[config.mk]
export PLATFORM = sky130hd
export DESIGN_NAME = ship_key_scheduler_flat
export DESIGN_NICKNAME = d
export VERILOG_FILES = /design/src/rtl/ship_key_scheduler_if.sv /design/src/rtl/ship_key_scheduler.sv /design/src/flat_wrapper.sv
export SDC_FILE = /design/constraint.sdc
export NUM_CORES = 1
export LEC_CHECK = 0
export ABC_CLOCK_PERIOD_IN_PS = 4800
export BUFFER_PORTS_ARGS = -buffer_cell sky130_fd_sc_hd__buf_2
export CAP_MARGIN = 20
export CORE_MARGIN = 5
export CORE_UTILIZATION = 40
export CTS_CLUSTER_SIZE = 24
export DETAILED_ROUTE_END_ITERATION = 10
export PLACE_DENSITY = 0.56
export SYNTH_ARGS = -nofsm -noshare
export SYNTH_HDL_FRONTEND = slang
export SYNTH_SLANG_ARGS = --single-unit
[constraint.sdc]
create_clock -name clk -period 4.8 [get_ports clk]
set_input_delay 0.72 -clock clk [delete_from_list [all_inputs] [get_ports clk]]
set_output_delay 0.72 -clock clk [all_outputs]
set_load 0.05 [all_outputs]
[src/rtl/ship_key_scheduler_if.sv]
// Per-frame command channel from the key scheduler to the game FSM.
interface ship_key_scheduler_if;
   logic       cmd_valid;
   logic       cmd_ready;
   logic [4:0] p1_cmd;
   logic [4:0] p2_cmd;

   modport master (output cmd_valid, output p1_cmd, output p2_cmd, input cmd_ready);
   modport slave  (input cmd_valid, input p1_cmd, input p2_cmd, output cmd_ready);
endinterface

[src/rtl/ship_key_scheduler.sv]
// PS/2 scan-byte parser, held-key map and once-per-frame gated ship command issue.
//
// state   | meaning
// IDLE    | waiting for a make code or a prefix byte
// EXT     | E0 seen, next byte is an extended make (or F0)
// BRK     | F0 seen, next byte is a non-extended break
// EXT_BRK | E0 F0 seen, next byte is an extended break
module ship_key_scheduler #(
   parameter int unsigned FIRE_COOLDOWN  = 8,
   parameter int unsigned TIMEOUT_CYCLES = 1000000
) (
   input  logic                        clk,
   input  logic                        reset,
   input  logic [7:0]                  rx_data,
   input  logic                        rx_done_tick,
   input  logic                        frame_tick,
   ship_key_scheduler_if.master        cmd,
   output logic [9:0]                  held_keys,
   output logic                        overrun,
   output logic                        parse_err
);
   localparam int WD_W = (TIMEOUT_CYCLES > 1) ? $clog2(TIMEOUT_CYCLES) : 1;

   typedef enum logic [1:0] {IDLE, EXT, BRK, EXT_BRK} state_t;

   state_t          state;
   logic [WD_W-1:0] wd_cnt;
   logic [1:0]      fire_latch;
   logic [1:0]      fire_set;
   logic [1:0]      fire_out;
   logic [7:0]      cooldown [2];
   logic [9:0]      ne_mask;
   logic [9:0]      ex_mask;
   logic [4:0]      snap_p1;
   logic [4:0]      snap_p2;

   // Bit positions: {p2 fire, up, down, left, right, p1 fire, up, down, left, right}
   function automatic logic [9:0] plain_key(input logic [7:0] b);
      case (b)
         8'h23:   return 10'b00000_00001;
         8'h1C:   return 10'b00000_00010;
         8'h1B:   return 10'b00000_00100;
         8'h1D:   return 10'b00000_01000;
         8'h29:   return 10'b00000_10000;
         8'h5A:   return 10'b10000_00000;
         default: return 10'b0;
      endcase
   endfunction

   function automatic logic [9:0] ext_key(input logic [7:0] b);
      case (b)
         8'h74:   return 10'b00001_00000;
         8'h6B:   return 10'b00010_00000;
         8'h72:   return 10'b00100_00000;
         8'h75:   return 10'b01000_00000;
         default: return 10'b0;
      endcase
   endfunction

   // Opposing directions held together cancel each other.
   function automatic logic [3:0] dir_bits(input logic [3:0] h);
      return {h[3] & ~h[2], h[2] & ~h[3], h[1] & ~h[0], h[0] & ~h[1]};
   endfunction

   always_comb begin
      ne_mask     = plain_key(rx_data);
      ex_mask     = ext_key(rx_data);
      fire_set[0] = rx_done_tick && (state == IDLE) && (rx_data == 8'h29);
      fire_set[1] = rx_done_tick && (state == IDLE) && (rx_data == 8'h5A);
      fire_out[0] = (held_keys[4] | fire_latch[0]) & (cooldown[0] == 8'd0);
      fire_out[1] = (held_keys[9] | fire_latch[1]) & (cooldown[1] == 8'd0);
      snap_p1     = {fire_out[0], dir_bits(held_keys[3:0])};
      snap_p2     = {fire_out[1], dir_bits(held_keys[8:5])};
   end

   always_ff @(posedge clk or posedge reset) begin
      if (reset) begin
         state     <= IDLE;
         held_keys <= '0;
         wd_cnt    <= '0;
         parse_err <= 1'b0;
      end else begin
         parse_err <= 1'b0;
         if (rx_done_tick) begin
            wd_cnt <= '0;
            case (state)
               IDLE: begin
                  if (rx_data == 8'hE0)      state <= EXT;
                  else if (rx_data == 8'hF0) state <= BRK;
                  else                       held_keys <= held_keys | ne_mask;
               end
               EXT: begin
                  if (rx_data == 8'hF0) state <= EXT_BRK;
                  else if (rx_data != 8'hE0) begin
                     held_keys <= held_keys | ex_mask;
                     state     <= IDLE;
                  end
               end
               BRK: begin
                  held_keys <= held_keys & ~ne_mask;
                  state     <= IDLE;
               end
               EXT_BRK: begin
                  held_keys <= held_keys & ~ex_mask;
                  state     <= IDLE;
               end
               default: state <= IDLE;
            endcase
         end else if (state != IDLE) begin
            // A truncated prefix is dropped without touching the held map.
            if (wd_cnt == WD_W'(TIMEOUT_CYCLES - 1)) begin
               state     <= IDLE;
               parse_err <= 1'b1;
               wd_cnt    <= '0;
            end else begin
               wd_cnt <= wd_cnt + WD_W'(1);
            end
         end else begin
            wd_cnt <= '0;
         end
      end
   end

   always_ff @(posedge clk or posedge reset) begin
      if (reset) begin
         cmd.cmd_valid <= 1'b0;
         cmd.p1_cmd    <= '0;
         cmd.p2_cmd    <= '0;
         overrun       <= 1'b0;
         fire_latch    <= '0;
         cooldown[0]   <= '0;
         cooldown[1]   <= '0;
      end else begin
         overrun <= 1'b0;
         if (frame_tick) begin
            cmd.p1_cmd    <= snap_p1;
            cmd.p2_cmd    <= snap_p2;
            cmd.cmd_valid <= 1'b1;
            overrun       <= cmd.cmd_valid & ~cmd.cmd_ready;
            // A fire make in the snapshot cycle survives into the next frame.
            fire_latch    <= fire_set;
            for (int p = 0; p < 2; p++) begin
               if (fire_out[p])               cooldown[p] <= 8'(FIRE_COOLDOWN);
               else if (cooldown[p] != 8'd0) cooldown[p] <= cooldown[p] - 8'd1;
            end
         end else begin
            fire_latch <= fire_latch | fire_set;
            if (cmd.cmd_valid && cmd.cmd_ready) cmd.cmd_valid <= 1'b0;
         end
      end
   end
endmodule

[src/flat_wrapper.sv]
// flat-port wrapper written by rule: the top's interface ports become plain ports
module ship_key_scheduler_flat 
#(
   parameter int unsigned FIRE_COOLDOWN  = 8,
   parameter int unsigned TIMEOUT_CYCLES = 1000000
)
  (clk, reset, rx_data, rx_done_tick, frame_tick, held_keys, overrun, parse_err, cmd_cmd_valid, cmd_p1_cmd, cmd_p2_cmd, cmd_cmd_ready);
  ship_key_scheduler_if cmd_i ();
  input  logic clk;
  input  logic reset;
  input  logic [7:0] rx_data;
  input  logic rx_done_tick;
  input  logic frame_tick;
  output logic [9:0] held_keys;
  output logic overrun;
  output logic parse_err;
  output wire logic [$bits(cmd_i.cmd_valid)-1:0] cmd_cmd_valid;
  output wire logic [$bits(cmd_i.p1_cmd)-1:0] cmd_p1_cmd;
  output wire logic [$bits(cmd_i.p2_cmd)-1:0] cmd_p2_cmd;
  input wire logic [$bits(cmd_i.cmd_ready)-1:0] cmd_cmd_ready;
  assign cmd_cmd_valid = cmd_i.cmd_valid;
  assign cmd_p1_cmd = cmd_i.p1_cmd;
  assign cmd_p2_cmd = cmd_i.p2_cmd;
  assign cmd_i.cmd_ready = cmd_cmd_ready;
  ship_key_scheduler #(.FIRE_COOLDOWN(FIRE_COOLDOWN), .TIMEOUT_CYCLES(TIMEOUT_CYCLES)) u_core (.clk(clk), .reset(reset), .rx_data(rx_data), .rx_done_tick(rx_done_tick), .frame_tick(frame_tick), .cmd(cmd_i), .held_keys(held_keys), .overrun(overrun), .parse_err(parse_err));
endmodule
==> qor.yml, run 1 <==
relSlewSlack_pct: 38.6
hold_viol: 0
netSwitchingFraction_pct: 28.4
port_buffers: 35
cp-end-kind: "flip-flop"
power_frac_comb_pct: 18.1
routabilityCongestion: 0.799
h-tree-depth: 3
drt-total-wl_mm: 6.22
areaGrowthSynthToFinish_pct: 16.8
grt_pass1_vias: 2228
synth_edf_count: 0
num_rows: 31
max_freq_ghz: 0.451
clock-sinks: 63
cp_data_required_time_ns: 5.06
drt_iter0_drc: 154
syn_area_per_cell_sq_um: 10.1
cts.reportedPaths.clkPinSlew_ns: 0.07
critical_path_class: "reg2reg"
ctsResizeCount: 0
gr-total-overflow: 0
drc: 0
skew_ns: 0.00736
hp-class: "reg2reg"
cts_tree: "yes"
netlist_top_cells_area: "dfrtp_1, o31ai_1, nand2_1"
seq_area_frac_synth_pct: 52.2
grt_setup_unrepaired: "no"
drv_slew: 0
irDropWorstVdd_mv: 0.149
post-dp-hpwl_mm: 4.40
power.internal_w: 0.00103
die_area_sq_mm: 0.00939
cts_buffers: 9
vias: 2336
p_leak_nw: 1.53
crit_path_start_kind: "flip-flop"
drtAntennaViolNets: 0
die_w_um: 96.9
p_seq_share_pct: 46.4
dp.cells: 427
worst_slew_pin_slew_ns: 0.908
track_usage_pct: 14.1
p_switching_w: 0.000409
grt_first_pass_wirelength_mm: 10.9
drive_above_1_share_pct: 20.1
fin_total_pwr_w: 0.00144
setup_viol: 0
synth.net_count: 316
cts_buffer_depth: 2
pin_count: 36
synth_top_cell_by_area: "dfrtp_1"
synth.yosys.warnings: 0
nNetsFinal: 355
synth_cell_types: 45
vias_per_cell: 5.27
placed_area_sq_mm: 0.00330
die_h_um: 96.9
async_flop_share_pct: 100
synth_cells: 300
fin_crit_sh_pct: 46.2
start_util_pct: 41.4
antenna_cells: 0
grt_max_degree: 64
ctsHoldBuffers: 0
syn_area_sq_mm: 0.00302
utilization_pct: 48.4
coreArea_sq_mm: 0.00729
cts.root.buffer_cell: "clkbuf_8"
yosys.area.top_type_share_pct: 52.2
cp.arrival_ns: 2.47
status: "finished, final reports clean"
wire_per_inst_um: 14.0
drv_cap: 0
postCtsSetupBuffers: 0
period_needed_ns: 2.22
path_max_fanout: 7
final.setup.tns_ns: 0
drt_pre_antenna_iters: 4
synth-seq-cells: 63
power_frac_clock_pct: 35.5
layout.cells.non_filler: 443
power.density_mw_per_mm2: 409
antenna_found_initial: 0
final_area_sq_mm: 0.00353
clk_latency_ns: 0.33
synthFlopType: "dfrtp_1"
-- worst max-delay path, stage by stage (launching register included) --
cell,delay [ns]
dfrtp_1,0.41
ha_1,0.25
nand2_1,0.12
or4_1,0.66
or4_4,0.56
a21oi_2,0.14
-- final cells by class --
cell class | count | area [sq um]
Clock buffer | 13 | 159
Sequential cell | 63 | 1580
Tap cell | 99 | 124
Inverter | 19 | 71.3
Fill cell | 719 | 3760
Clock inverter | 3 | 65.1
Multi-Input combinational cell | 209 | 1340
Timing Repair Buffer | 37 | 190
-- registers in the layout (all words and copies together), names as in the netlist --
name,count
u_core.wd_cnt,20
u_core.cooldown,16
u_core.held_keys,10
u_core.cmd.p1_cmd,5
u_core.cmd.p2_cmd,5
u_core.fire_latch,2
u_core.state,2
u_core.cmd.cmd_valid,1
u_core.overrun,1
u_core.parse_err,1
-- per-stage QoR --
stage	hold slack [ns]	setup slack, ns
6_report	0.482	2.58
5_1_grt	0.497	2.48
4_1_cts	0.479	2.58
3_5_place_dp	0.468	2.27
3_3_place_gp	0.467	2.32
2_1_floorplan	0.463	2.51
-- path summary, 6_finish.rpt --
check	startpoint	endpoint	slack [ns]	cells after the start
worst max-delay path	u_core.wd_cnt[0]	u_core.wd_cnt[18]	2.58	5
worst min-delay path	u_core.held_keys[1]	u_core.cmd.p1_cmd[0]	0.48	1
worst max register to register	u_core.wd_cnt[0]	u_core.wd_cnt[18]	2.58	5
worst min register to register	u_core.held_keys[1]	u_core.cmd.p1_cmd[0]	0.48	1
max in group asynchronous	reset	u_core.held_keys[7]	3.67	3
min in group asynchronous	reset	u_core.wd_cnt[12]	0.62	3
-- synthesized netlist by cell type (5+ instances only) --
cell type and instances:
o21ai_0 15, nor2b_1 5, nor2_1 20, or3_1 7, a21oi_1 8, xnor2_1 7
or4_1 6, clkbuf_1 6, inv_1 19, o2bb2ai_1 8, mux2_2 8, nand2_1 31
dfrtp_1 63, nand4_1 5, o31ai_1 16, nand3_1 12, nor3_1 13
-- layout by cell type, fill, tap and decap left out, types with 2 or more instances in the layout --
| master | Yosys | layout |
|---|---|---|
| nor3_1 | 13 | 13 |
| o31ai_1 | 16 | 15 |
| or4b_2 | 2 | 2 |
| o21ai_0 | 15 | 15 |
| nand2_1 | 31 | 31 |
| nor2b_1 | 5 | 5 |
| or3_1 | 7 | 7 |
| clkbuf_8 | 0 | 11 |
| xnor2_1 | 7 | 7 |
| a21oi_1 | 8 | 8 |
| buf_4 | 0 | 2 |
| nor4_1 | 3 | 3 |
| buf_2 | 2 | 35 |
| a211oi_1 | 2 | 2 |
| or4_1 | 6 | 6 |
| nor2_1 | 20 | 20 |
| mux2_2 | 8 | 8 |
| dfrtp_1 | 63 | 63 |
| nand2b_1 | 4 | 4 |
| nand3_1 | 12 | 12 |
| xor2_1 | 4 | 4 |
| and3_1 | 2 | 2 |
| ha_1 | 3 | 3 |
| clkbuf_1 | 6 | 2 |
| o2bb2ai_1 | 8 | 8 |
| a21o_1 | 4 | 4 |
| mux2i_1 | 3 | 3 |
| inv_1 | 19 | 18 |
| nor4b_1 | 4 | 4 |
| bufinv_16 | 0 | 2 |
| nand4_1 | 5 | 5 |
| nor3b_1 | 2 | 2 |
-- power by group through the flow --
| stage | clock network, W | registers (W) | logic (W) |
|---|---|---|---|
| finish | 0.000512 | 0.000669 | 0.000261 |
| global route | 0.000563 | 0.000684 | 0.000299 |
| global placement | 0 | 0.000681 | 0.000261 |
| CTS | 0.000530 | 0.000670 | 0.000265 |
| detailed placement | 0 | 0.000679 | 0.000264 |
| floorplan | 0 | 0.000689 | 0.000183 |
-- per-layer routing --
metal  vias to the layer above  wire [um]  part of all wire [%]  global-route usage, %
met3                         9        208                   3.3                   3.24
met1                      1131       3260                    52                   20.3
met4                         0         97                   1.6                   5.83
li1                       1163          -                     -                      -
met5                         -          0                     0                      0
met2                        33       2650                    43                   20.2
-- cells by family after synthesis --
family                     Yosys count  share of synthesized area [%]
and+or+nand+nor                    124                           22.3
DFF                                 63                           52.2
AOI/OAI and AO/OA                   60                           13.5
buffers and inverters               28                           3.56
xor gates and xnor gates            11                           3.19
muxes                               11                           3.98
adders and majority gates            3                           1.24
Power figures use the tool's default switching activity.
==> run 2, diff against run 1 <==
--- a/config.mk
+++ b/config.mk
@@ -5,7 +5,7 @@
 export SDC_FILE = /design/constraint.sdc
 export NUM_CORES = 1
 export LEC_CHECK = 0
-export ABC_CLOCK_PERIOD_IN_PS = 4800
+export ABC_CLOCK_PERIOD_IN_PS = 2140
 export BUFFER_PORTS_ARGS = -buffer_cell sky130_fd_sc_hd__buf_2
 export CAP_MARGIN = 20
 export CORE_MARGIN = 5
==> constraint.sdc (replaced) <==
create_clock -name clk -period 2.14 [get_ports clk]
set_input_delay 0.321 -clock clk [delete_from_list [all_inputs] [get_ports clk]]
set_output_delay 0.321 -clock clk [all_outputs]
set_load 0.05 [all_outputs]
==> qor.yml, run 2 (synthesis results as in run 1) <==
status: "finished, final reports clean"
grt_first_pass_wirelength_mm: 11.2  # +3.1%
pin_count: 36  # unchanged
num_rows: 31  # unchanged
cp.arrival_ns: 2.27  # -0.20 ns
cp_cell_sequence: "ha_2, nand2_1, or4_1, buf_4, or3_1, a21oi_1"
die_w_um: 96.9  # unchanged
drive_above_1_share_pct: 21.9  # +1.8 points
critical_path_class: "reg2reg"
layout.cells.non_filler: 451  # +1.8%
power.density_mw_per_mm2: 834  # +100%
drc: 0  # unchanged
crit_path_start_kind: "flip-flop"
cts_tree: "yes"
power_frac_comb_pct: 21.3  # +3.2 points
grt_pass1_vias: 2326  # +4.4%
drv_slew: 0  # unchanged
most-common-layout-cells: "dfrtp_1, buf_2, nand2_1"
irDropWorstVdd_mv: 0.319  # +110%
gr-total-overflow: 0  # unchanged
antenna_cells: 0  # unchanged
regToRegEndpoint: "u_core.wd_cnt[16]"
cts.reportedPaths.clkPinSlew_ns: 0.06  # about the same
cp_slowest_stage_delay_ns: 0.54  # -0.12 ns
final.setup.tns_ns: 0  # unchanged
top_regs: "u_core.wd_cnt x20, u_core.cooldown x16, u_core.held_keys x10"
fin_crit_sh_pct: 94.3  # +48 points
power.internal_w: 0.00203  # +97%
p_switching_w: 0.000924  # +130%
post-dp-hpwl_mm: 4.69  # +6.5%
p_seq_share_pct: 50.8  # +4.4 points
h-tree-depth: 3  # unchanged
relSlewSlack_pct: 70.9  # +32 points
crit_buf_inv: 1  # +1
antenna_found_initial: 0  # unchanged
whs_path_depth: 2  # +1
critical-path-top-delay-family: "simple AND/OR/NAND/NOR gates"
cts.root.buffer_cell: "clkbuf_8"
holdWs_ns: 0.217  # -0.265 ns
power_frac_clock_pct: 28.0  # -7.5 points
port_buffers: 35  # unchanged
min_from: "rx_done_tick"
drv_cap: 0  # unchanged
clock-sinks: 63  # unchanged
period_needed_ns: 2.02  # -0.198 ns
rrSetupSlack_ns: 0.12  # -2.46 ns
path_max_fanout: 6  # -1
clk_latency_ns: 0.33  # about the same
start_util_pct: 41.4  # unchanged
setup_viol: 0  # unchanged
p_leak_nw: 1.54  # +1.1%
netSwitchingFraction_pct: 31.2  # +2.9 points
min_to: "u_core.state[0]"
cts_buffers: 9  # unchanged
routabilityCongestion: 0.799  # -0.11%
drt_iter0_drc: 82  # -47%
utilization_pct: 48.7  # +0.29 points
nNetsFinal: 365  # +2.8%
die_h_um: 96.9  # unchanged
worst_slew_pin_slew_ns: 0.433  # -0.475 ns
cp_data_required_time_ns: 2.39  # -2.67 ns
vias_per_cell: 5.31  # +0.71%
hold_viol: 0  # unchanged
critPathSlowestCell: "or4_1"
grt_max_degree: 24  # -63%
wire_per_inst_um: 14.2  # +1.2%
fin_total_pwr_w: 0.00296  # +110%
grt_setup_unrepaired: "yes"
largest_reg_flops: 20  # unchanged
drtAntennaViolNets: 0  # unchanged
r2r_start: "u_core.wd_cnt[0]"
die_area_sq_mm: 0.00939  # unchanged
drt_pre_antenna_iters: 4  # unchanged
coreArea_sq_mm: 0.00729  # unchanged
final_common_cell: "dfrtp_1"
skew_ns: 0.00700  # -0.000355 ns
areaGrowthSynthToFinish_pct: 17.5
drt-total-wl_mm: 6.41  # +3.0%
cts_buffer_depth: 2  # unchanged
hp-class: "in2reg"
max_freq_ghz: 0.495  # +9.8%
reg2reg_depth: 6  # +1
track_usage_pct: 14.6  # +0.53 points
top_register: "u_core.wd_cnt"
dp.cells: 435  # +1.9%
vias: 2395  # +2.5%
cp-end-kind: "flip-flop"
[run 2: changes by cell type in the layout (fill, tap and decap cells not counted)]
cell	before	now
bufinv_16	2	0
o41ai_2	0	1
buf_4	2	10
buf_12	0	1
ha_2	0	1
ha_1	3	2
clkinv_2	1	2
clkbuf_1	2	3
clkbuf_8	11	9
o41ai_1	1	0
dlygate4sd3_1	0	1
[run 2: worst max-delay path by stage]
stage                     cells after the start                  to  slack, ns          startpoint
final                                         6   u_core.wd_cnt[16]       0.12    u_core.wd_cnt[0]
after global routing                          6   u_core.wd_cnt[14]      -0.03    u_core.wd_cnt[0]
after CTS                                     6   u_core.wd_cnt[16]       0.09    u_core.wd_cnt[0]
after detailed placement                      6   u_core.wd_cnt[16]        0.1    u_core.wd_cnt[0]
after global placement                        6  u_core.cooldown[3]       0.15  u_core.cooldown[0]
after floorplan                               6   u_core.wd_cnt[18]       0.11    u_core.wd_cnt[0]
[run 2: cell type report]
class | instances | area [sq um]
multi-input cells | 209 | 1350
inverters | 19 | 71.3
clock buffers | 12 | 135
clock inverters | 2 | 10.0
repair buffers | 47 | 280
well taps | 99 | 124
fillers | 749 | 3740
flip-flops and latches | 63 | 1580
[run 2: stage by stage]
| stage | setup slack, ns | instance area [sq um] |
|---|---|---|
| 6_report | 0.121 | 3550 |
| 3_3_place_gp | 0.155 | 3380 |
| 5_1_grt | -0.0301 | 3550 |
| 4_1_cts | 0.0916 | 3530 |
| 2_1_floorplan | 0.110 | 3020 |
| 3_5_place_dp | 0.0952 | 3380 |
[run 2: what timing repair did]
action | CTS | global route
gates resized for setup | 0 | 2
hold buffers | 1 | 0
setup endpoints to repair | 0 | 5
buffers inserted | 0 | 1
hold endpoints to repair | 13 | 0
[run 2: power groups by stage]
stage	sequential (W)	clock [W]	combinational [W]
floorplan	0.00155	0	0.000412
global placement	0.00152	0	0.000619
detailed placement	0.00152	0	0.000629
CTS	0.00150	0.000867	0.000634
global route	0.00154	0.000916	0.000715
finish	0.00150	0.000827	0.000629
[run 2: metal layers]
metal	wire (um)	track usage [%]	part of all wire, %
met1	3260	20.2	51
met4	121	7.13	1.9
met5	0	0	0
met3	235	3.67	3.7
met2	2790	21.2	44
==> run 3, diff against run 2 <==
--- a/config.mk
+++ b/config.mk
@@ -12,7 +12,7 @@
 export CORE_UTILIZATION = 40
 export CTS_CLUSTER_SIZE = 24
 export DETAILED_ROUTE_END_ITERATION = 10
-export PLACE_DENSITY = 0.56
+export PLACE_DENSITY = 0.7
 export SYNTH_ARGS = -nofsm -noshare
 export SYNTH_HDL_FRONTEND = slang
 export SYNTH_SLANG_ARGS = --single-unit
==> qor.yml, run 3 (synthesis results as in run 1) <==
die_w_um: 96.9  # unchanged
p_leak_nw: 1.57  # +1.8%
track_usage_pct: 14.3  # -0.28 points
wire_per_inst_um: 14.5  # +1.8%
cts_tree: "yes"
grt_pass1_vias: 2336  # +0.43%
max_freq_ghz: 0.503  # +1.6%
cp_data_required_time_ns: 2.41  # +0.02 ns
clock-sinks: 63  # unchanged
clk_latency_ns: 0.34  # about the same
die_h_um: 96.9  # unchanged
critPathLaunch: "u_core.cooldown[0]"
most-common-layout-cells: "dfrtp_1, buf_2, nand2_1"
top_regs: "u_core.wd_cnt x20, u_core.cooldown x16, u_core.held_keys x10"
grt_first_pass_wirelength_mm: 11.0  # -1.7%
final.setup.tns_ns: 0  # unchanged
cp_cell_sequence: "inv_1, ha_1, or4b_2, or2_2, a211o_1, nand2_1"
drive_above_1_share_pct: 22.4  # +0.57 points
crit_buf_inv: 1  # unchanged
cts_buffer_depth: 2  # unchanged
nNetsFinal: 363  # -0.55%
post-dp-hpwl_mm: 4.70  # +0.21%
drt_iter0_drc: 92  # +12%
vias_per_cell: 5.39  # +1.5%
antenna_found_initial: 0  # unchanged
drv_cap: 0  # unchanged
die_area_sq_mm: 0.00939  # unchanged
drv_slew: 0  # unchanged
cp-end-kind: "flip-flop"
cts_buffers: 9  # unchanged
relSlewSlack_pct: 62.3  # -8.6 points
cts.root.buffer_cell: "clkbuf_8"
routabilityCongestion: 0.833  # +4.4%
setup_viol: 0  # unchanged
top_register: "u_core.wd_cnt"
grt_max_degree: 40  # +67%
drtAntennaViolNets: 0  # unchanged
crit_path_start_kind: "flip-flop"
vias: 2430  # +1.5%
period_needed_ns: 1.99  # -0.0314 ns
coreArea_sq_mm: 0.00729  # unchanged
drc: 0  # unchanged
hold_viol: 0  # unchanged
critPathSlowestCell: "or4b_2"
grt_setup_unrepaired: "no"
h-tree-depth: 3  # unchanged
irDropWorstVdd_mv: 0.370  # +16%
skew_ns: 0.00818  # +0.00118 ns
pin_count: 36  # unchanged
port_buffers: 35  # unchanged
cts.reportedPaths.clkPinSlew_ns: 0.07  # about the same
hp-class: "in2async"
fin_total_pwr_w: 0.00330  # +11%
path_max_fanout: 4  # -2
areaGrowthSynthToFinish_pct: 19.8
power.density_mw_per_mm2: 911  # +9.2%
antenna_cells: 0  # unchanged
final_common_cell: "dfrtp_1"
largest_reg_flops: 20  # unchanged
drt-total-wl_mm: 6.52  # +1.8%
r2r_start: "u_core.cooldown[0]"
gr-total-overflow: 0  # unchanged
cp_slowest_stage_delay_ns: 0.63  # +0.09 ns
critical-path-top-delay-family: "simple AND/OR/NAND/NOR gates"
cp.arrival_ns: 2.26  # about the same
fin_crit_sh_pct: 92.9  # -1.5 points
worst_slew_pin_slew_ns: 0.565  # +0.132 ns
num_rows: 31  # unchanged
start_util_pct: 41.4  # unchanged
drt_pre_antenna_iters: 4  # unchanged
critical_path_class: "reg2reg"
status: "finished, final reports clean"
## run 3: cell count changes in the layout (fill, tap and decap cells not counted), sizes merged
cell         previous run  this run
dlygate4sd3             1         0
clkinv                  2         1
buf                    46        45
bufinv                  0         2
clkbuf                 12        13
## run 3: layer usage
layer,track usage [%],up-vias,share of wire (%)
li1,-,1184,-
met1,18.5,1189,48
met2,22.5,50,46
met3,5.25,7,5.4
met4,4.43,0,1.2
met5,0,-,0
## run 3: worst paths after layout
| kind | end | cells past startpoint | slack (ns) |
|---|---|---|---|
| min in group clk | u_core.state[1] | 2 | 0.25 |
| hold reg to reg | u_core.cmd.p2_cmd[0] | 1 | 0.47 |
| setup / recovery | u_core.cooldown[3] | 6 | 0.15 |
| hold / removal | u_core.cooldown[9] | 2 | 0.04 |
| max in group asynchronous | u_core.held_keys[6] | 3 | 1.50 |
| setup reg to reg | u_core.cooldown[3] | 6 | 0.15 |
## run 3: per-stage QoR
stage | setup slack, ns | hold slack [ns] | std cells | cell area (sq um) | util, %
2_1_floorplan | 0.110 | 0.419 | 300 | 3020 | -
3_3_place_gp | 0.173 | 0.415 | 434 | 3370 | 46.2
3_5_place_dp | 0.0754 | 0.415 | 434 | 3370 | 46.2
4_1_cts | 0.0580 | 0.0482 | 450 | 3590 | 49.3
5_1_grt | 0.0378 | 0.0766 | 451 | 3620 | 49.6
6_report | 0.152 | 0.0362 | 451 | 3620 | 49.6
## run 3: cell type report
type,count,area (sq um)
fillers,697,3670
multi-input cells,209,1360
clock buffers,13,159
flip-flops and latches,63,1580
well taps,99,124
inverters,19,71.3
clock inverters,3,65.1
repair buffers,45,263
## run 3: power breakdown
| group | switching [W] | internal [W] | leakage (nW) |
|---|---|---|---|
| clock network | 0.000446 | 0.000719 | 0.114 |
| registers | 0.000150 | 0.00135 | 0.823 |
| logic | 0.000356 | 0.000274 | 0.635 |
## run 3: timing repair
action                     in CTS  in global routing
setup endpoints to repair       0                  5
resized for setup               0                  3
hold buffers                    0                  0
setup buffers                   0                  1
